[src/rtl/riscv_pkg.sv]
// rtl/riscv_pkg.sv - shared RV32 core constants, opcodes and fetch types
package riscv_pkg;

    localparam int XLEN = 32;

    // addi x0, x0, 0
    localparam logic [XLEN-1:0] INSTR_NOP        = 32'h0000_0013;
    localparam logic [XLEN-1:0] RESET_PC_DEFAULT = 32'h0000_0000;

    // Major opcodes decoded by the control unit
    localparam logic [6:0] OP_LOAD   = 7'b0000011;
    localparam logic [6:0] OP_STORE  = 7'b0100011;
    localparam logic [6:0] OP_JAL    = 7'b1101111;
    localparam logic [6:0] OP_JALR   = 7'b1100111;
    localparam logic [6:0] OP_BRANCH = 7'b1100011;
    localparam logic [6:0] OP_RTYPE  = 7'b0110011;
    localparam logic [6:0] OP_ITYPE  = 7'b0010011;
    localparam logic [6:0] OP_FLW    = 7'b0000111;
    localparam logic [6:0] OP_FSW    = 7'b0100111;
    localparam logic [6:0] OP_FP     = 7'b1010011;

    typedef struct packed {
        logic [XLEN-1:0] pc;
        logic [XLEN-1:0] instr;
    } fetch_entry_t;

    function automatic logic [XLEN-1:0] align_word(input logic [XLEN-1:0] addr);
        return addr & ~32'h3;
    endfunction

endpackage

[src/rtl/fetch_fifo.sv]
// rtl/fetch_fifo.sv - DEPTH x {pc,instr} synchronous FIFO with clear
// Ports: clk, rst (async active-high), clear (empties FIFO), push/push_data,
//        pop, head (oldest entry), count, empty, full.
module fetch_fifo
    import riscv_pkg::*;
#(
    parameter int DEPTH = 2,
    parameter int CW    = $clog2(DEPTH + 1)
) (
    input  logic          clk,
    input  logic          rst,
    input  logic          clear,
    input  logic          push,
    input  fetch_entry_t  push_data,
    input  logic          pop,
    output fetch_entry_t  head,
    output logic [CW-1:0] count,
    output logic          empty,
    output logic          full
);

    localparam int PW = (DEPTH > 1) ? $clog2(DEPTH) : 1;

    fetch_entry_t  mem [DEPTH];
    logic [PW-1:0] rd_ptr;
    logic [PW-1:0] wr_ptr;
    logic          push_ok;
    logic          pop_ok;

    function automatic logic [PW-1:0] ptr_inc(input logic [PW-1:0] p);
        return (p == PW'(DEPTH - 1)) ? '0 : p + 1'b1;
    endfunction

    assign empty   = (count == '0);
    assign full    = (count == CW'(DEPTH));
    assign pop_ok  = pop && !empty;
    // A push into a full FIFO is accepted only when the head leaves the same cycle
    assign push_ok = push && (!full || pop_ok);
    assign head    = mem[rd_ptr];

    always_ff @(posedge clk) begin
        if (push_ok && !clear) begin
            mem[wr_ptr] <= push_data;
        end
    end

    always_ff @(posedge clk or posedge rst) begin
        if (rst) begin
            rd_ptr <= '0;
            wr_ptr <= '0;
            count  <= '0;
        end else if (clear) begin
            rd_ptr <= '0;
            wr_ptr <= '0;
            count  <= '0;
        end else begin
            if (push_ok) wr_ptr <= ptr_inc(wr_ptr);
            if (pop_ok)  rd_ptr <= ptr_inc(rd_ptr);
            count <= count + CW'(push_ok) - CW'(pop_ok);
        end
    end

endmodule

[src/rtl/fetch_stage.sv]
// rtl/fetch_stage.sv - RV32 instruction fetch stage and IF/ID pipeline register
// Optional macro FETCH_PERF_CNT_EN adds perf_fetched / perf_bubbles counters.
// Ports: clk, rst (async active-high); imem_req/imem_ready/imem_addr request side;
//        imem_rvalid/imem_rdata in-order response side; stall_D, flush_D from decode;
//        redirect_E/redirect_pc_E from execute; instr_D, pc_D, pc_plus4_D, valid_D to decode.
module fetch_stage
    import riscv_pkg::*;
#(
    parameter logic [31:0] RESET_PC  = RESET_PC_DEFAULT,
    parameter int          BUF_DEPTH = 2,
    parameter logic [31:0] NOP_INSTR = INSTR_NOP
) (
    input  logic        clk,
    input  logic        rst,
    output logic        imem_req,
    input  logic        imem_ready,
    output logic [31:0] imem_addr,
    input  logic        imem_rvalid,
    input  logic [31:0] imem_rdata,
    input  logic        stall_D,
    input  logic        flush_D,
    input  logic        redirect_E,
    input  logic [31:0] redirect_pc_E,
    output logic [31:0] instr_D,
    output logic [31:0] pc_D,
    output logic [31:0] pc_plus4_D,
`ifdef FETCH_PERF_CNT_EN
    output logic [31:0] perf_fetched,
    output logic [31:0] perf_bubbles,
`endif
    output logic        valid_D
);

    localparam int CW = $clog2(BUF_DEPTH + 1);

    logic [31:0]   pc_F;
    logic [31:0]   resp_pc;      // PC of the next response that will be kept
    logic [31:0]   target;
    logic [CW-1:0] outstanding;
    logic [CW-1:0] drop_cnt;
    logic [CW-1:0] fifo_count;
    logic          fifo_empty;
    logic          fifo_full;
    fetch_entry_t  fifo_head;
    fetch_entry_t  resp_entry;

    logic issue;
    logic resp;
    logic accept;
    logic drop_now;
    logic load;
    logic pop;
    logic bypass;
    logic push;

    assign target = align_word(redirect_pc_E);

    // Credit check over in-flight requests plus buffered words keeps the FIFO from overflowing
    assign imem_req  = !rst && !redirect_E &&
                       ((int'(outstanding) + int'(fifo_count)) < BUF_DEPTH);
    assign imem_addr = pc_F;
    assign issue     = imem_req && imem_ready;

    // A response with nothing outstanding belongs to a request cut off by reset
    assign resp      = imem_rvalid && (outstanding != '0);
    assign drop_now  = resp && (drop_cnt != '0);
    assign accept    = resp && (drop_cnt == '0) && !redirect_E;

    assign load      = !redirect_E && !flush_D && !stall_D;
    assign pop       = load && !fifo_empty;
    assign bypass    = load && fifo_empty && accept;
    assign push      = accept && !bypass && (!fifo_full || pop);

    assign resp_entry = '{pc: resp_pc, instr: imem_rdata};

    fetch_fifo #(
        .DEPTH (BUF_DEPTH),
        .CW    (CW)
    ) u_fifo (
        .clk       (clk),
        .rst       (rst),
        .clear     (redirect_E),
        .push      (push),
        .push_data (resp_entry),
        .pop       (pop),
        .head      (fifo_head),
        .count     (fifo_count),
        .empty     (fifo_empty),
        .full      (fifo_full)
    );

    always_ff @(posedge clk or posedge rst) begin
        if (rst) begin
            pc_F        <= RESET_PC;
            resp_pc     <= RESET_PC;
            outstanding <= '0;
            drop_cnt    <= '0;
        end else begin
            outstanding <= outstanding + CW'(issue) - CW'(resp);
            if (redirect_E) begin
                pc_F     <= target;
                resp_pc  <= target;
                // Everything still in flight after this cycle's response is stale
                drop_cnt <= outstanding - CW'(resp);
            end else begin
                if (issue)    pc_F     <= pc_F + 32'd4;
                if (accept)   resp_pc  <= resp_pc + 32'd4;
                if (drop_now) drop_cnt <= drop_cnt - 1'b1;
            end
        end
    end

    always_ff @(posedge clk or posedge rst) begin
        if (rst) begin
            valid_D <= 1'b0;
            instr_D <= NOP_INSTR;
            pc_D    <= '0;
        end else if (redirect_E || flush_D) begin
            valid_D <= 1'b0;
            instr_D <= NOP_INSTR;
        end else if (!stall_D) begin
            if (pop) begin
                valid_D <= 1'b1;
                instr_D <= fifo_head.instr;
                pc_D    <= fifo_head.pc;
            end else if (bypass) begin
                valid_D <= 1'b1;
                instr_D <= imem_rdata;
                pc_D    <= resp_pc;
            end else begin
                valid_D <= 1'b0;
                instr_D <= NOP_INSTR;
            end
        end
    end

    assign pc_plus4_D = pc_D + 32'd4;

`ifdef FETCH_PERF_CNT_EN
    always_ff @(posedge clk or posedge rst) begin
        if (rst) begin
            perf_fetched <= '0;
            perf_bubbles <= '0;
        end else begin
            if (pop || bypass)             perf_fetched <= perf_fetched + 32'd1;
            if (!stall_D && !(pop || bypass)) perf_bubbles <= perf_bubbles + 32'd1;
        end
    end
`endif

endmodule

[config.mk]
export PLATFORM = sky130hd
export DESIGN_NAME = fetch_stage
export DESIGN_NICKNAME = d
export VERILOG_FILES = /design/src/rtl/riscv_pkg.sv /design/src/rtl/fetch_fifo.sv /design/src/rtl/fetch_stage.sv
export SDC_FILE = /design/constraint.sdc
export NUM_CORES = 1
export LEC_CHECK = 0
export CORE_MARGIN = 2
export CORE_UTILIZATION = 31
export CTS_CLUSTER_SIZE = 20
export DETAILED_ROUTE_END_ITERATION = 16
export GPL_TIMING_DRIVEN = 0
export SYNTH_ARGS = -nofsm -noshare
export SYNTH_HDL_FRONTEND = slang
export SYNTH_SLANG_ARGS = --single-unit
[constraint.sdc]
create_clock -name clk -period 16.8 [get_ports clk]
set_clock_uncertainty 0.2 [all_clocks]
set_input_delay 5.04 -clock clk [delete_from_list [all_inputs] [get_ports clk]]
set_output_delay 5.04 -clock clk [all_outputs]
set_load 0.01 [all_outputs]
==> results.md <==
Worst setup path:
- The worst register-to-register path has a setup slack of 13.33 ns.
- STA classifies the critical path startpoint as a primary input.
- The startpoint identified for the worst register-to-register timing path is outstanding[0].
- The start-to-end type of the worst setup path is in -> out.
- The required time reported for the critical path endpoint is 11.56 ns.
- The capturing point of the worst reg2reg path is outstanding[1].
- For the worst setup path, the data arrival time is 6.68 ns.
- The type of element capturing the critical path is an output pin.
- The top fanout value on the critical path is 5.
- The worst-case reg-to-reg path depth is 13.

Logic synthesis:
- During synthesis, Yosys emitted a total of 0 warnings.
- Summing the sequential cell areas from Yosys gives 60.6% of the chip area.
- In this run, synthesis produced a sequential element count of 255.
- The mean instance size in the synthesized netlist is 11.6 µm².
- Synthesis produced 995 cells.
- The number of different library cells in the post-synthesis netlist is 56.
- The count of flip-flops with a built-in enable after synthesis is between 100 and 150.
- The mapped netlist covers 0.0116 mm².
- Among all flip-flop cells after synthesis, the most frequent one is sky130_fd_sc_hd__dfrtp_1.
- Counting flops with an async set or reset pin after synthesis yields a share of 51.4%.

Timing:
- At the pin with the least slew margin, the transition time is 0.938 ns.
- The count of pins over their slew limit is 0.
- The ratio of final minimum period to clock period is a little under three quarters.
- The minimum clock period after layout is 11.92 ns.
- The achievable clock frequency is 83.9 MHz.
- The final number of hold-violating endpoints is 0.
- Setup repair after global routing left no endpoint under its margin.
- Setup violations remaining at the end of the flow were counted as 0.
- The setup TNS is 0 ns.
- In this run the tightest slew margin relative to its limit is 36.9%.

Status:
- The flow ran to the end, and the final reports show no timing, DRC or antenna violations.

Power:
- Power spread over the standard cell area amounts to 124 mW/mm².
- For this design the static power due to leakage is 5.58 nW.
- VDD sags by at most 0.0000610 V.

GRT:
- The final global-route overflow total is 0.
- The first global-routing pass estimated around 50000 µm of wire.
- Entering global routing, the biggest net connects a little under 90 pins.
- The via count of the first global-routing pass is 8471.
- The initial antenna violation count is 1.
- Global routing used ~16% of the available tracks across all layers.

Place:
- In this run the tool buffered the top-level ports with 190 buffer cells.
- At the end of routability-driven placement, the weighted congestion stood at 0.856.
- The placed cell area is 0.0142 mm².
- The sum of net half-perimeters after detailed placement is 22600 µm.

Clock network:
- CTS saw 255 sinks.
- The insertion delay of the later-clocked pin in the worst-skew pair is 0.53 ns.
- The cell at the root of the clock tree is sky130_fd_sc_hd__clkbuf_16.
- The number of buffers added by the clock tree synthesis step is 27.
- The clock passes through at most 3 buffers.
- In this run the post-CTS setup repair buffer count came out at 0.
- Once the clock tree was built, the resizer swapped 0 gates to a different size.
- The clock tree from TritonCTS is done.
- CTS built an H-tree with a depth of 1.
- The clock transition at the registers of the reported paths is 0.06 ns.
- Buffers inserted to repair hold after CTS numbered 0.

Floorplan:
- The number of core rows is 70.
- The initial utilization of the core area, before any placement, comes to 31.5%.
- From bottom edge to top edge, the die measures 197 µm.
- The full die area is about 0.039 mm².
- After floorplanning, the core was sized to cover 0.0367 mm².
- 201 I/O pins were placed.
- The die width is 197 µm.

Layout:
- The final layout contains 1311 nets.
- Cells fill 41.1% of the core in the end.
- After filler insertion, the fill cell instance count of the layout stands at 3446.
- Of the cells placed in the final design, the portion with a size suffix greater than 1 is 6.72%.
- The post-route standard cell area excluding fillers is 0.0151 mm².
- The area growth from synthesis to final layout is 30.4%.

Detailed routing:
- The mean number of vias per cell is ~5.
- The remaining design rule violation count is 0.
- The routed design has 31500 µm of wire.
- The overall via count from detail_route is around 8.6k.
- The remaining number of nets flagged by the antenna check after routing is 0.
- Before antenna repair, the detailed router went through 5 iterations.
- The average wire per cell in the routed design is 18.3 µm.
- After the first detailed-routing iteration, the DRC count stood at 494.

Min path:
- The hold-critical path depth is 2.
- The path class of the lowest-slack min-delay path is reg -> reg.
- The path with the worst hold slack has its endpoint at valid_D.
- The hold path startpoint is valid_D.

Flow run:
- The number of violations of the max-capacitance limit is 0.
-- how the worst max path moves through the flow --
stage / start / end / cells past startpoint
final: rst / imem_req / 3
after global routing: rst / imem_req / 3
after CTS: rst / imem_req / 3
after detailed placement: rst / imem_req / 3
after global placement: redirect_E / u_fifo.mem[0][15] / 4
after floorplan: redirect_E / u_fifo.mem[0][0] / 4
-- cell type report --
class	count	area (µm²)	area share [%]
clock inverters	6	104	0.689
flip-flops and latches	255	7010	46.5
clock buffers	43	766	5.08
inverters	18	72.6	0.481
multi-input cells	668	4260	28.2
repair buffers	201	2020	13.4
plain buffers	59	256	1.70
diodes	1	2.50	0.0166
well taps	468	586	3.88
-- state kept, by name, indices dropped and copies added (netlist names) --
name           cells
u_fifo.mem       124
instr_D           32
imem_addr         30
pc_D              30
resp_pc           30
drop_cnt           2
outstanding        2
u_fifo.count       2
u_fifo.rd_ptr      1
u_fifo.wr_ptr      1
valid_D            1
-- metal layers --
metal | GRT usage [%] | wire length, µm | vias to the layer above
li1 | - | - | 4095
met1 | 23.6 | 15300 | 4240
met2 | 24.8 | 14000 | 249
met3 | 1.98 | 1410 | 45
met4 | 4.26 | 682 | 0
met5 | 0 | 0 | -
-- logic make-up (layout without fill, tap and decap cells) --
family | after synthesis | in the layout | synth area share [%]
adder cells (fa/ha/maj) | 10 | 10 | 1.15
XOR/XNOR | 70 | 70 | 5.30
AO/OA/AOI/OAI | 186 | 186 | 10.3
flip-flops | 255 | 255 | 60.6
AND/OR/NAND/NOR | 332 | 332 | 14.3
buffers and inverters | 77 | 327 | 2.80
multiplexers | 64 | 64 | 5.56
other | 1 | 7 | 0.0324
-- report_power, final --
group	switching, mW	internal [mW]
clock	0.235	0.356
combinational	0.200	0.240
sequential	0.0992	0.736
total	0.535	1.33
-- Yosys cell counts, drive strengths merged (2+ instances only) --
master | n | share of area [%]
a211oi | 3 | 0.19
o21ai | 78 | 3.4
inv | 18 | 0.58
ha | 9 | 0.97
nor2 | 84 | 2.7
and4 | 8 | 0.61
mux2i | 62 | 5.4
edfxtp | 124 | 32
mux2 | 2 | 0.19
dfstp | 3 | 0.68
xor2 | 38 | 2.9
nand4b | 2 | 0.15
a21o | 2 | 0.13
buf | 21 | 0.97
a31oi | 3 | 0.16
dfrtp | 128 | 28
nor4 | 6 | 0.77
o311ai | 6 | 0.45
a21oi | 42 | 1.8
xnor2 | 32 | 2.4
or3 | 3 | 0.16
or2 | 2 | 0.11
nor2b | 2 | 0.11
a221o | 30 | 2.6
and2 | 10 | 0.54
nor3 | 12 | 0.56
or4 | 3 | 0.23
nand2 | 112 | 3.6
nand4 | 34 | 2.0
nand3 | 37 | 1.6
and3 | 14 | 0.77
o211ai | 16 | 1.1
clkbuf | 38 | 1.2
-- cells in the final DEF, fill, tap and decap left out, types with 9 or more instances in the layout --
cell type / n
sky130_fd_sc_hd__clkdlybuf4s50_1: 190
sky130_fd_sc_hd__dfrtp_1: 128
sky130_fd_sc_hd__edfxtp_1: 124
sky130_fd_sc_hd__nand2_1: 112
sky130_fd_sc_hd__nor2_1: 84
sky130_fd_sc_hd__o21ai_0: 77
sky130_fd_sc_hd__mux2i_1: 62
sky130_fd_sc_hd__clkbuf_1: 50
sky130_fd_sc_hd__a21oi_1: 42
sky130_fd_sc_hd__xor2_1: 38
sky130_fd_sc_hd__nand3_1: 37
sky130_fd_sc_hd__nand4_1: 33
sky130_fd_sc_hd__xnor2_1: 32
sky130_fd_sc_hd__a221o_1: 30
sky130_fd_sc_hd__clkbuf_16: 27
sky130_fd_sc_hd__inv_1: 16
sky130_fd_sc_hd__o211ai_1: 15
sky130_fd_sc_hd__and3_1: 13
sky130_fd_sc_hd__buf_4: 13
sky130_fd_sc_hd__nor3_1: 11
sky130_fd_sc_hd__buf_2: 9
sky130_fd_sc_hd__and2_1: 9
sky130_fd_sc_hd__ha_1: 9
-- worst max-delay path, stage by stage --
cell and delay, ns:
sky130_fd_sc_hd__clkdlybuf4s50_1 0.53, sky130_fd_sc_hd__nor4_4 0.49, sky130_fd_sc_hd__clkdlybuf4s50_1 0.62
-- stage by stage --
stage / setup WS (ns) / std cells / power, mW / hold WS [ns]
final: 4.88 / 1719 / 1.87 / 0.274
after CTS: 4.85 / 1718 / 1.89 / 0.278
after floorplan: 4.39 / 1000 / 1.03 / 0.284
after detailed placement: 4.86 / 1669 / 1.29 / 0.263
after global routing: 4.79 / 1719 / 1.96 / 0.328
after global placement: -0.170 / 1658 / 1.28 / 0.264
Note: power is estimated with default switching activity, not from simulation.
